**config.mk**
```make
export PLATFORM = sky130hd
export DESIGN_NAME = pipe_control_param
export DESIGN_NICKNAME = d
export VERILOG_FILES = /design/src/rtl/pipe_control_param.sv
export SDC_FILE = /design/constraint.sdc
export NUM_CORES = 1
export LEC_CHECK = 0
export BUFFER_PORTS_ARGS = -buffer_cell sky130_fd_sc_hd__buf_2
export CAP_MARGIN = 20
export CORE_ASPECT_RATIO = 0.7
export CORE_MARGIN = 2
export CORE_UTILIZATION = 34
export CTS_BUF_LIST = sky130_fd_sc_hd__clkbuf_16
export DETAILED_ROUTE_END_ITERATION = 7
export PLACE_DENSITY_LB_ADDON = 0.3
export SYNTH_ARGS = -nofsm -noshare
export SYNTH_HDL_FRONTEND = slang
export SYNTH_SLANG_ARGS = --single-unit
```
**constraint.sdc**
```tcl
create_clock -name clock -period 1.4 [get_ports clock]
set_input_delay 0.07 -clock clock [delete_from_list [all_inputs] [get_ports clock]]
set_output_delay 0.07 -clock clock [all_outputs]
set_load 0.03 [all_outputs]
```
**src/rtl/pipe_control_param.sv**
```systemverilog
// Pipeline controller for the 8-bit-instruction processor, depth STAGES.
// Tracks per-stage valid bits and drives the stage enables and IR loads.
// Also inserts load-use bubbles, selects bypass producers for the read
// stage, flushes younger stages on a taken branch and drains cleanly on stop.
// Optional macro PIPE_PERF_CNT_EN adds the cycle and retired-instruction
// counters. Without it both counter outputs are tied to zero.
//
// Fetch FSM:
//   state        | meaning
//   FETCH_RUN    | fetch active, stage 0 receives a new instruction each edge
//   FETCH_FROZEN | stop fetched, pipeline draining toward writeback
//   FETCH_HALTED | stop retired, all enables off until reset

module pipe_control_param #(
  parameter int STAGES   = 4,
  parameter int BR_STAGE = 2
) (
  input  logic                  clock,
  input  logic                  reset,
  input  logic [8*STAGES-1:0]   ir_all,
  input  logic                  N,
  input  logic                  Z,
  output logic [STAGES-1:0]     en,
  output logic [STAGES-1:0]     ir_load,
  output logic                  branch,
  output logic                  stall,
  output logic [STAGES-1:0]     bypass_r1,
  output logic [STAGES-1:0]     bypass_r2,
  output logic                  halted,
  output logic [31:0]           cyc_count,
  output logic [31:0]           ret_count
);

  localparam logic [3:0] OP_LOAD  = 4'd0;
  localparam logic [3:0] OP_STOP  = 4'd1;
  localparam logic [3:0] OP_STORE = 4'd2;
  localparam logic [3:0] OP_SHIFT = 4'd3;
  localparam logic [3:0] OP_ADD   = 4'd4;
  localparam logic [3:0] OP_BZ    = 4'd5;
  localparam logic [3:0] OP_SUB   = 4'd6;
  localparam logic [3:0] OP_ORI   = 4'd7;
  localparam logic [3:0] OP_NAND  = 4'd8;
  localparam logic [3:0] OP_BNZ   = 4'd9;
  localparam logic [3:0] OP_NOP   = 4'd10;
  localparam logic [3:0] OP_BPZ   = 4'd13;

  typedef enum logic [1:0] {
    FETCH_RUN,
    FETCH_FROZEN,
    FETCH_HALTED
  } fetch_state_t;

  fetch_state_t        state, state_nxt;
  logic [STAGES-1:0]   valid, valid_nxt;
  logic [7:0]          ir [STAGES];
  logic                stall_raw;
  logic                flush_stop;
  logic [3:0]          op_br;

  // shift and ori carry immediate bits in ir[3], so only the low three bits name them
  function automatic logic [3:0] opcode(input logic [7:0] i);
    if (i[2:0] == 3'd3 || i[2:0] == 3'd7) return {1'b0, i[2:0]};
    return i[3:0];
  endfunction

  function automatic logic is_writer(input logic [7:0] i);
    return opcode(i) inside {OP_ADD, OP_SUB, OP_NAND, OP_LOAD, OP_SHIFT, OP_ORI};
  endfunction

  function automatic logic [1:0] dest_reg(input logic [7:0] i);
    return (opcode(i) == OP_ORI) ? 2'd1 : i[7:6];
  endfunction

  function automatic logic reads_r1(input logic [7:0] i);
    return opcode(i) inside {OP_ADD, OP_SUB, OP_NAND, OP_STORE, OP_SHIFT, OP_ORI};
  endfunction

  function automatic logic reads_r2(input logic [7:0] i);
    return opcode(i) inside {OP_ADD, OP_SUB, OP_NAND, OP_STORE};
  endfunction

  function automatic logic [1:0] src_r1(input logic [7:0] i);
    return (opcode(i) == OP_ORI) ? 2'd1 : i[7:6];
  endfunction

  // split the flat IR bus into per-stage bytes
  always_comb begin
    for (int k = 0; k < STAGES; k++) ir[k] = ir_all[8*k +: 8];
  end

  // branch resolution, load-use detection and stop-flush detection
  always_comb begin
    op_br  = opcode(ir[BR_STAGE]);
    branch = valid[BR_STAGE] &&
             ((op_br == OP_BZ  &&  Z) ||
              (op_br == OP_BNZ && !Z) ||
              (op_br == OP_BPZ && !N));
    stall_raw = valid[2] && (opcode(ir[2]) == OP_LOAD) && valid[1] &&
                ((reads_r1(ir[1]) && src_r1(ir[1]) == ir[2][7:6]) ||
                 (reads_r2(ir[1]) && ir[1][5:4]    == ir[2][7:6]));
    stall = stall_raw && !branch;
    flush_stop = 1'b0;
    for (int k = 1; k < BR_STAGE; k++) begin
      if (valid[k] && opcode(ir[k]) == OP_STOP) flush_stop = 1'b1;
    end
  end

  // youngest valid producer wins; a load still in execute has no data yet
  always_comb begin
    bypass_r1 = '0;
    bypass_r2 = '0;
    if (valid[1]) begin
      for (int k = STAGES - 1; k >= 2; k--) begin
        if (valid[k] && is_writer(ir[k]) && !(k == 2 && opcode(ir[k]) == OP_LOAD)) begin
          if (reads_r1(ir[1]) && dest_reg(ir[k]) == src_r1(ir[1])) begin
            bypass_r1    = '0;
            bypass_r1[k] = 1'b1;
          end
          if (reads_r2(ir[1]) && dest_reg(ir[k]) == ir[1][5:4]) begin
            bypass_r2    = '0;
            bypass_r2[k] = 1'b1;
          end
        end
      end
    end
  end

  // fetch FSM next state
  always_comb begin
    state_nxt = state;
    case (state)
      FETCH_RUN:
        if (valid[0] && opcode(ir[0]) == OP_STOP && !stall) state_nxt = FETCH_FROZEN;
      FETCH_FROZEN:
        if (valid[STAGES-1] && opcode(ir[STAGES-1]) == OP_STOP) state_nxt = FETCH_HALTED;
        else if (branch && flush_stop)                          state_nxt = FETCH_RUN;
      FETCH_HALTED:
        state_nxt = FETCH_HALTED;
      default:
        state_nxt = FETCH_RUN;
    endcase
  end

  // valid-bit advance: shift, with hold/bubble on stall and flush on branch
  always_comb begin
    valid_nxt    = {valid[STAGES-2:0], 1'b0};
    valid_nxt[0] = (state_nxt == FETCH_RUN);
    if (stall) begin
      valid_nxt[1:0] = valid[1:0];
      valid_nxt[2]   = 1'b0;
    end
    if (branch) begin
      for (int k = 1; k <= BR_STAGE; k++) valid_nxt[k] = 1'b0;
    end
  end

  // state and valid registers
  always_ff @(posedge clock or posedge reset) begin
    if (reset) begin
      state <= FETCH_RUN;
      valid <= '0;
    end else begin
      state <= state_nxt;
      valid <= valid_nxt;
    end
  end

  // stage enables; reset gates them so they drop without a clock edge
  always_comb begin
    en    = valid;
    en[0] = (state == FETCH_RUN);
    if (stall) en[1:0] = 2'b00;
    if (reset || state == FETCH_HALTED) en = '0;
    ir_load = en;
    halted  = (state == FETCH_HALTED);
  end

`ifdef PIPE_PERF_CNT_EN
  // performance counters: cycles until halt, non-nop retirements
  always_ff @(posedge clock or posedge reset) begin
    if (reset) begin
      cyc_count <= '0;
      ret_count <= '0;
    end else begin
      if (state != FETCH_HALTED) cyc_count <= cyc_count + 32'd1;
      if (valid[STAGES-1] && opcode(ir[STAGES-1]) != OP_NOP) ret_count <= ret_count + 32'd1;
    end
  end
`else
  assign cyc_count = '0;
  assign ret_count = '0;
`endif

endmodule

```
==> results of run 1 <==
-- metal layers --
| metal | GRT usage | wire (um) | vias to the layer above |
|---|---|---|---|
| met5 | 0 | 0 | - |
| met3 | 0.0471 | 295 | 2 |
| met4 | 0.0153 | 7 | 0 |
| met1 | 0.170 | 1260 | 516 |
| met2 | 0.169 | 1320 | 58 |
| li1 | - | - | 568 |
-- synth_stat cells, types with 2 or more instances --
master,count
nor2_1,7
xnor2_1,6
nand4_1,3
and4_1,3
nor4_1,2
nand3_1,7
nand2b_1,2
buf_4,72
nor2b_1,3
nand2_1,8
inv_1,7
o21ai_0,6
and2_1,3
and3_1,2
dfrtp_1,6
a21oi_1,3
nor3b_1,2
nor3_1,6
xor2_1,3
-- registers in the layout, summed over array words and instances (netlist names) --
signal  count
valid       4
state       2
-- cells by family (layout without fill, tap and decap cells) --
kind of cell,after synthesis,in the layout
flops,6,6
compound gates,22,22
simple gates,52,52
other cells,1,68
buf+inv,79,72
xor+xnor,9,9
mux,3,3
-- area by class of cell --
| class | instances | area share |
|---|---|---|
| inverters | 7 | 0.0153 |
| repair buffers | 62 | 0.255 |
| clock buffers | 3 | 0.0438 |
| well taps | 50 | 0.0365 |
| flip-flops and latches | 6 | 0.0876 |
| multi-input cells | 154 | 0.561 |
-- worst max-delay path, cell delays in order, from the launching register on --
cell and delay [ns]:
dfrtp_1 0.33, nand2_1 0.05, or4_4 0.44, o211ai_1 0.17, a21oi_1 0.06, mux2_4 0.26
-- path summary, 6_finish.rpt --
| check | start | endpoint | cells after the start |
|---|---|---|---|
| max reg2reg | valid[3] | valid[0] | 5 |
| min reg2reg | valid[2] | valid[3] | 1 |
| min in group asynchronous | reset | valid[2] | 3 |
| min | ir_all[1] | state[0] | 4 |
| max | valid[3] | valid[0] | 5 |
| max in group asynchronous | reset | valid[1] | 3 |
-- stage by stage --
stage,hold slack (ns),worst slack (ns),setup TNS (ns),util
6_report,0.185,-0.0329,-0.0539,0.479
4_1_cts,0.189,-0.0437,-0.132,0.444
5_1_grt,0.225,-0.105,-0.471,0.479
3_3_place_gp,0.0606,-0.0911,-0.642,0.402
3_5_place_dp,0.0608,-0.145,-1.12,0.402
2_1_floorplan,-0.139,-0.238,-0.702,-
-- repair_timing --
action                                  CTS  global route
hold buffers                              1             0
buffers inserted                          1             2
endpoints found under the setup margin   13            15
pin swaps                                 6            10
endpoints found under the hold margin     6             0
gates resized for setup                  17            36
-- report_power, final --
group          leakage, nW  switching [mW]  internal [mW]  total, mW
clock network       0.0370          0.0895          0.366      0.455
logic                0.792           0.725          0.455       1.18
registers           0.0702          0.0751          0.247      0.322
==> impl_results.md, run 1 <==
- Outcome: finished, violations left
- Failing checks: setup timing
- R2R Setup Slk: -0.03 ns
- Fin. Hold Viols: 0
- Compound-cell area share of the yosys netlist: 0.134
- Main flop type after synthesis: dfrtp_1
- Share of layout cells above drive strength 1: 0.401
- WL final: 2.89 mm
- Synthesized area: 0.00130 sq mm
- Drt pass-1 iters: 4
- Final Critical Period: 1.43 ns
- Async SR Flop Fraction: 1.00
- Initial DRC Count: 22
- Final setup fails: 2
- CTS tree: done
- Clock skew: 0.00132 ns
- Via Count: 1144
- Final GP Congestion: 0.822
- Startpoint Class: flop
- Final Instance Count excl. Fillers: 282
- DRC: 0
- Final HPWL from detailed placement: 2.39 mm
- Worst Setup End Kind: flop
- Wire length per cell: 10.2 um
- Top cells by area, synth: buf_4 (42%), dfrtp_1 (12%), xnor2_1 (4.0%), nand3_1 (2.7%), nor3_1 (2.3%)
- Synth Area in Simple Gates: 0.223
- Worst-path clk slew: 0.03 ns
- Maximum fanout along the worst path: 3
- Clk_lat worst skew: 0.23 ns
- Die width: 77.9 um
- Ratio of final minimum period to clock period: 1.02
- Clock buffer depth: 2
- Post-synth EDFFs: 0
- Mapped Cells: 172
- Num CTS Buffers: 3
- Vias per cell: 4.06
- Diodes inserted: 0
- Yosys cell types: 40
- Slew Limit Fails: 0
- Synth top area share: 0.416
- XOR/XNOR Fraction of Synth Area: 0.0607
- Area leader, netlist: buf_4
- VDD IR-drop max: 0.548 mV
- First-pass GRT wire length: 4.11 mm
- Post-synthesis sequential element count: 6
- RSZ-0062 raised after global routing: yes
- Core footprint: 0.00358 sq mm
- Cells after DPL: 275
- Number of placement rows: 18
- Setup slack after layout: -0.0329 ns
- FMAX: 0.698 GHz
- Number of I/O port buffers: 42
- Crit Path Class: reg2reg
- Worst min path class: in2reg
- Total Routing Usage GR: 0.118
- Initial antenna violation count: 0
- Worst Path Arrival: 1.54 ns
- Post-synthesis mux area share: 0.0279
- Gr ovfl total: 0
- Synth warn: 0
- Max-Cap Viols: 0
- Die area: 0.00434 sq mm
- Post-synthesis adder-cell area fraction: 0
- Vias in the first global route: 879
- Pwr dens: 1140 mW/mm^2
- Initial Util: 0.363
- Total power: 1.96 mW
- Area of the multi-input gates: 962 sq um
- Pleak: 0.899 nW
- Pin count of the biggest net entering global routing: 7
- Commonest non-fill, non-tap cell in the layout: conb_1
- Most frequent cells in the layout: conb_1 (68), buf_2 (27), buf_4 (22)
- Final Cell Area: 0.00171 sq mm
- Die Span Y: 55.7 um
- Nets: 270
- H-tree levels: 1
- Area Overhead vs Synth: 32.0%
- Post-synthesis sequential area ratio: 0.116
- Sink Count: 6
- Fillers: 371
- Root Buffer Master: clkbuf_16
- Dpl cell area: 0.00144 sq mm
- Post-DRT Antenna Nets: 0
- Largest family of logic cells by synthesized area: buffers and inverters
- I/O pin cnt: 119
- Mapped Avg Cell Area: 7.55 sq um
- Seq. cell area: 150 sq um
- CP Data Required Time: 1.51 ns
Note: power is estimated with default switching activity, not from simulation.
==> run 2, diff against run 1 <==
- CORE_UTILIZATION: 34 -> 30
- MAX_ROUTING_LAYER: default -> met4
==> impl_results.md, run 2 (synthesized netlist as in run 1, its figures left out) <==
- Final Critical Period: 1.42 ns (-0.0101 ns)
- Root Buffer Master: clkbuf_16
- CTS tree: done
- Initial Util: 0.321 (-0.0413)
- Die Span Y: 59.1 um (+6.0%)
- Vias per cell: 3.92 (-3.4%)
- Final HPWL from detailed placement: 2.52 mm (+5.5%)
- Worst Hold Path EP: state[0]
- I/O pin cnt: 119 (unchanged)
- Commonest non-fill, non-tap cell in the layout: conb_1
- Worst Setup End Kind: flop
- Area Overhead vs Synth: 32.9%
- Worst min path class: in2reg
- Clk_lat worst skew: 0.23 ns (about the same)
- Vias in the first global route: 915 (+4.1%)
- First-pass GRT wire length: 4.20 mm (+2.4%)
- Reg-to-Reg Start: valid[3]
- Seq. cell area: 153 sq um (+1.7%)
- Failing checks: setup timing
- Total Routing Usage GR: 0.118 (-0.000601)
- Clock skew: 0.000752 ns (-0.000569 ns)
- Startpoint Class: flop
- Wire length per cell: 10.3 um (+0.87%)
- Final setup fails: 2 (unchanged)
- Share of layout cells above drive strength 1: 0.395 (-0.00601)
- Worst-path clk slew: 0.03 ns (about the same)
- Final Instance Count excl. Fillers: 285 (+1.1%)
- Fin. Hold Viols: 0 (unchanged)
- H-tree levels: 1 (unchanged)
- Gr ovfl total: 0 (unchanged)
- Nets: 271 (+0.37%)
- Maximum fanout along the worst path: 3 (unchanged)
- Largest register by flop count: valid
- Area of the multi-input gates: 943 sq um (-2.0%)
- Setup slack after layout: -0.0228 ns (+0.0101 ns)
- Ratio of final minimum period to clock period: 1.02 (-0.00720)
- Reg2Reg Depth: 5 (unchanged)
- Die area: 0.00488 sq mm (+12%)
- Die width: 82.6 um (+6.1%)
- RSZ-0062 raised after global routing: yes
- Num CTS Buffers: 3 (unchanged)
- Pin count of the biggest net entering global routing: 7 (unchanged)
- Most frequent cells in the layout: conb_1 (68), buf_2 (28), buf_4 (22)
- Hold Crit Start: ir_all[1]
- Max-Cap Viols: 0 (unchanged)
- Sink Count: 6 (unchanged)
- Hold_ws: 0.185 ns (-0.0000960 ns)
- Diodes inserted: 0 (unchanged)
- FMAX: 0.703 GHz (+0.71%)
- Crit path from: valid[3]
- Drt pass-1 iters: 4 (unchanged)
- Slew Limit Fails: 0 (unchanged)
- Pleak: 0.904 nW (+0.56%)
- Initial antenna violation count: 0 (unchanged)
- Initial DRC Count: 36 (+64%)
- R2R Setup Slk: -0.02 ns (about the same)
- Via Count: 1117 (-2.4%)
- Worst r2r dst: valid[0]
- Post-DRT Antenna Nets: 0 (unchanged)
- Outcome: finished, violations left
- Final GP Congestion: 0.767 (-6.7%)
- Fillers: 443 (+19%)
- Number of placement rows: 19 (+1)
- Biggest regs: valid: 4 flops, state: 2 flops
- Clock buffer depth: 2 (unchanged)
- Dpl cell area: 0.00144 sq mm (+0.17%)
- WL final: 2.94 mm (+1.9%)
- WHS Path Cells: 4 (unchanged)
- Max reg flops: 4 (unchanged)
- VDD IR-drop max: 0.549 mV (+0.17%)
- Cells after DPL: 277 (+0.73%)
- Final Cell Area: 0.00173 sq mm (+0.66%)
- Number of I/O port buffers: 42 (unchanged)
- Core footprint: 0.00404 sq mm (+13%)
- Pwr dens: 1130 mW/mm^2 (-1.3%)
- Worst Path Arrival: 1.53 ns (about the same)
- DRC: 0 (unchanged)
- CP Data Required Time: 1.51 ns (about the same)
- Crit Path Class: reg2reg
## run 2: power breakdown
part	total, mW	switching, mW	internal (mW)	leakage (nW)
sequential	0.327	0.0770	0.250	0.0673
combinational	1.16	0.710	0.450	0.800
clock	0.457	0.0913	0.366	0.0370
## run 2: metrics by stage
stage	util	total power [mW]	TNS [ns]	setup slack (ns)
6_report	0.427	1.94	-0.0233	-0.0228
5_1_grt	0.427	2.07	-0.399	-0.108
4_1_cts	0.398	1.86	-0.102	-0.0289
3_5_place_dp	0.357	1.32	-0.853	-0.130
3_3_place_gp	0.357	1.32	-0.670	-0.112
2_1_floorplan	-	1.22	-0.702	-0.238
## run 2: per-layer routing
metal  part of all wire  GRT usage
met5                  0          -
met4             0.0034     0.0211
met3              0.079     0.0412
met2               0.45      0.154
met1               0.47      0.173
## run 2: repair_timing
action | 4_1_cts | 5_1_grt
hold buffers | 1 | 0
pin swaps | 5 | 9
resized for setup | 18 | 37
endpoints found under the setup margin | 12 | 15
setup buffers | 2 | 2
hold endpoints to repair | 6 | 0
## run 2: worst max-delay path by stage
stage	slack, ns	endpoint	cells past startpoint
5_1_grt	-0.11	valid[0]	5
6_report	-0.02	valid[0]	5
4_1_cts	-0.03	ir_load[2]	4
3_3_place_gp	-0.11	ir_load[1]	7
3_5_place_dp	-0.13	valid[0]	6
2_1_floorplan	-0.24	ir_load[0]	6
## run 2: worst max-delay path: stages, from the launching register on
cell and delay (ns):
dfrtp_1 0.33, nand2_1 0.05, or4_4 0.43, o211ai_1 0.17
a21oi_1 0.06, mux2_4 0.26
## run 2: area by class of cell
class | count | area share
Inverter | 7 | 0.0152
Sequential cell | 6 | 0.0885
Timing Repair Buffer | 63 | 0.268
Multi-Input combinational cell | 154 | 0.547
Tap cell | 52 | 0.0377
Clock buffer | 3 | 0.0435
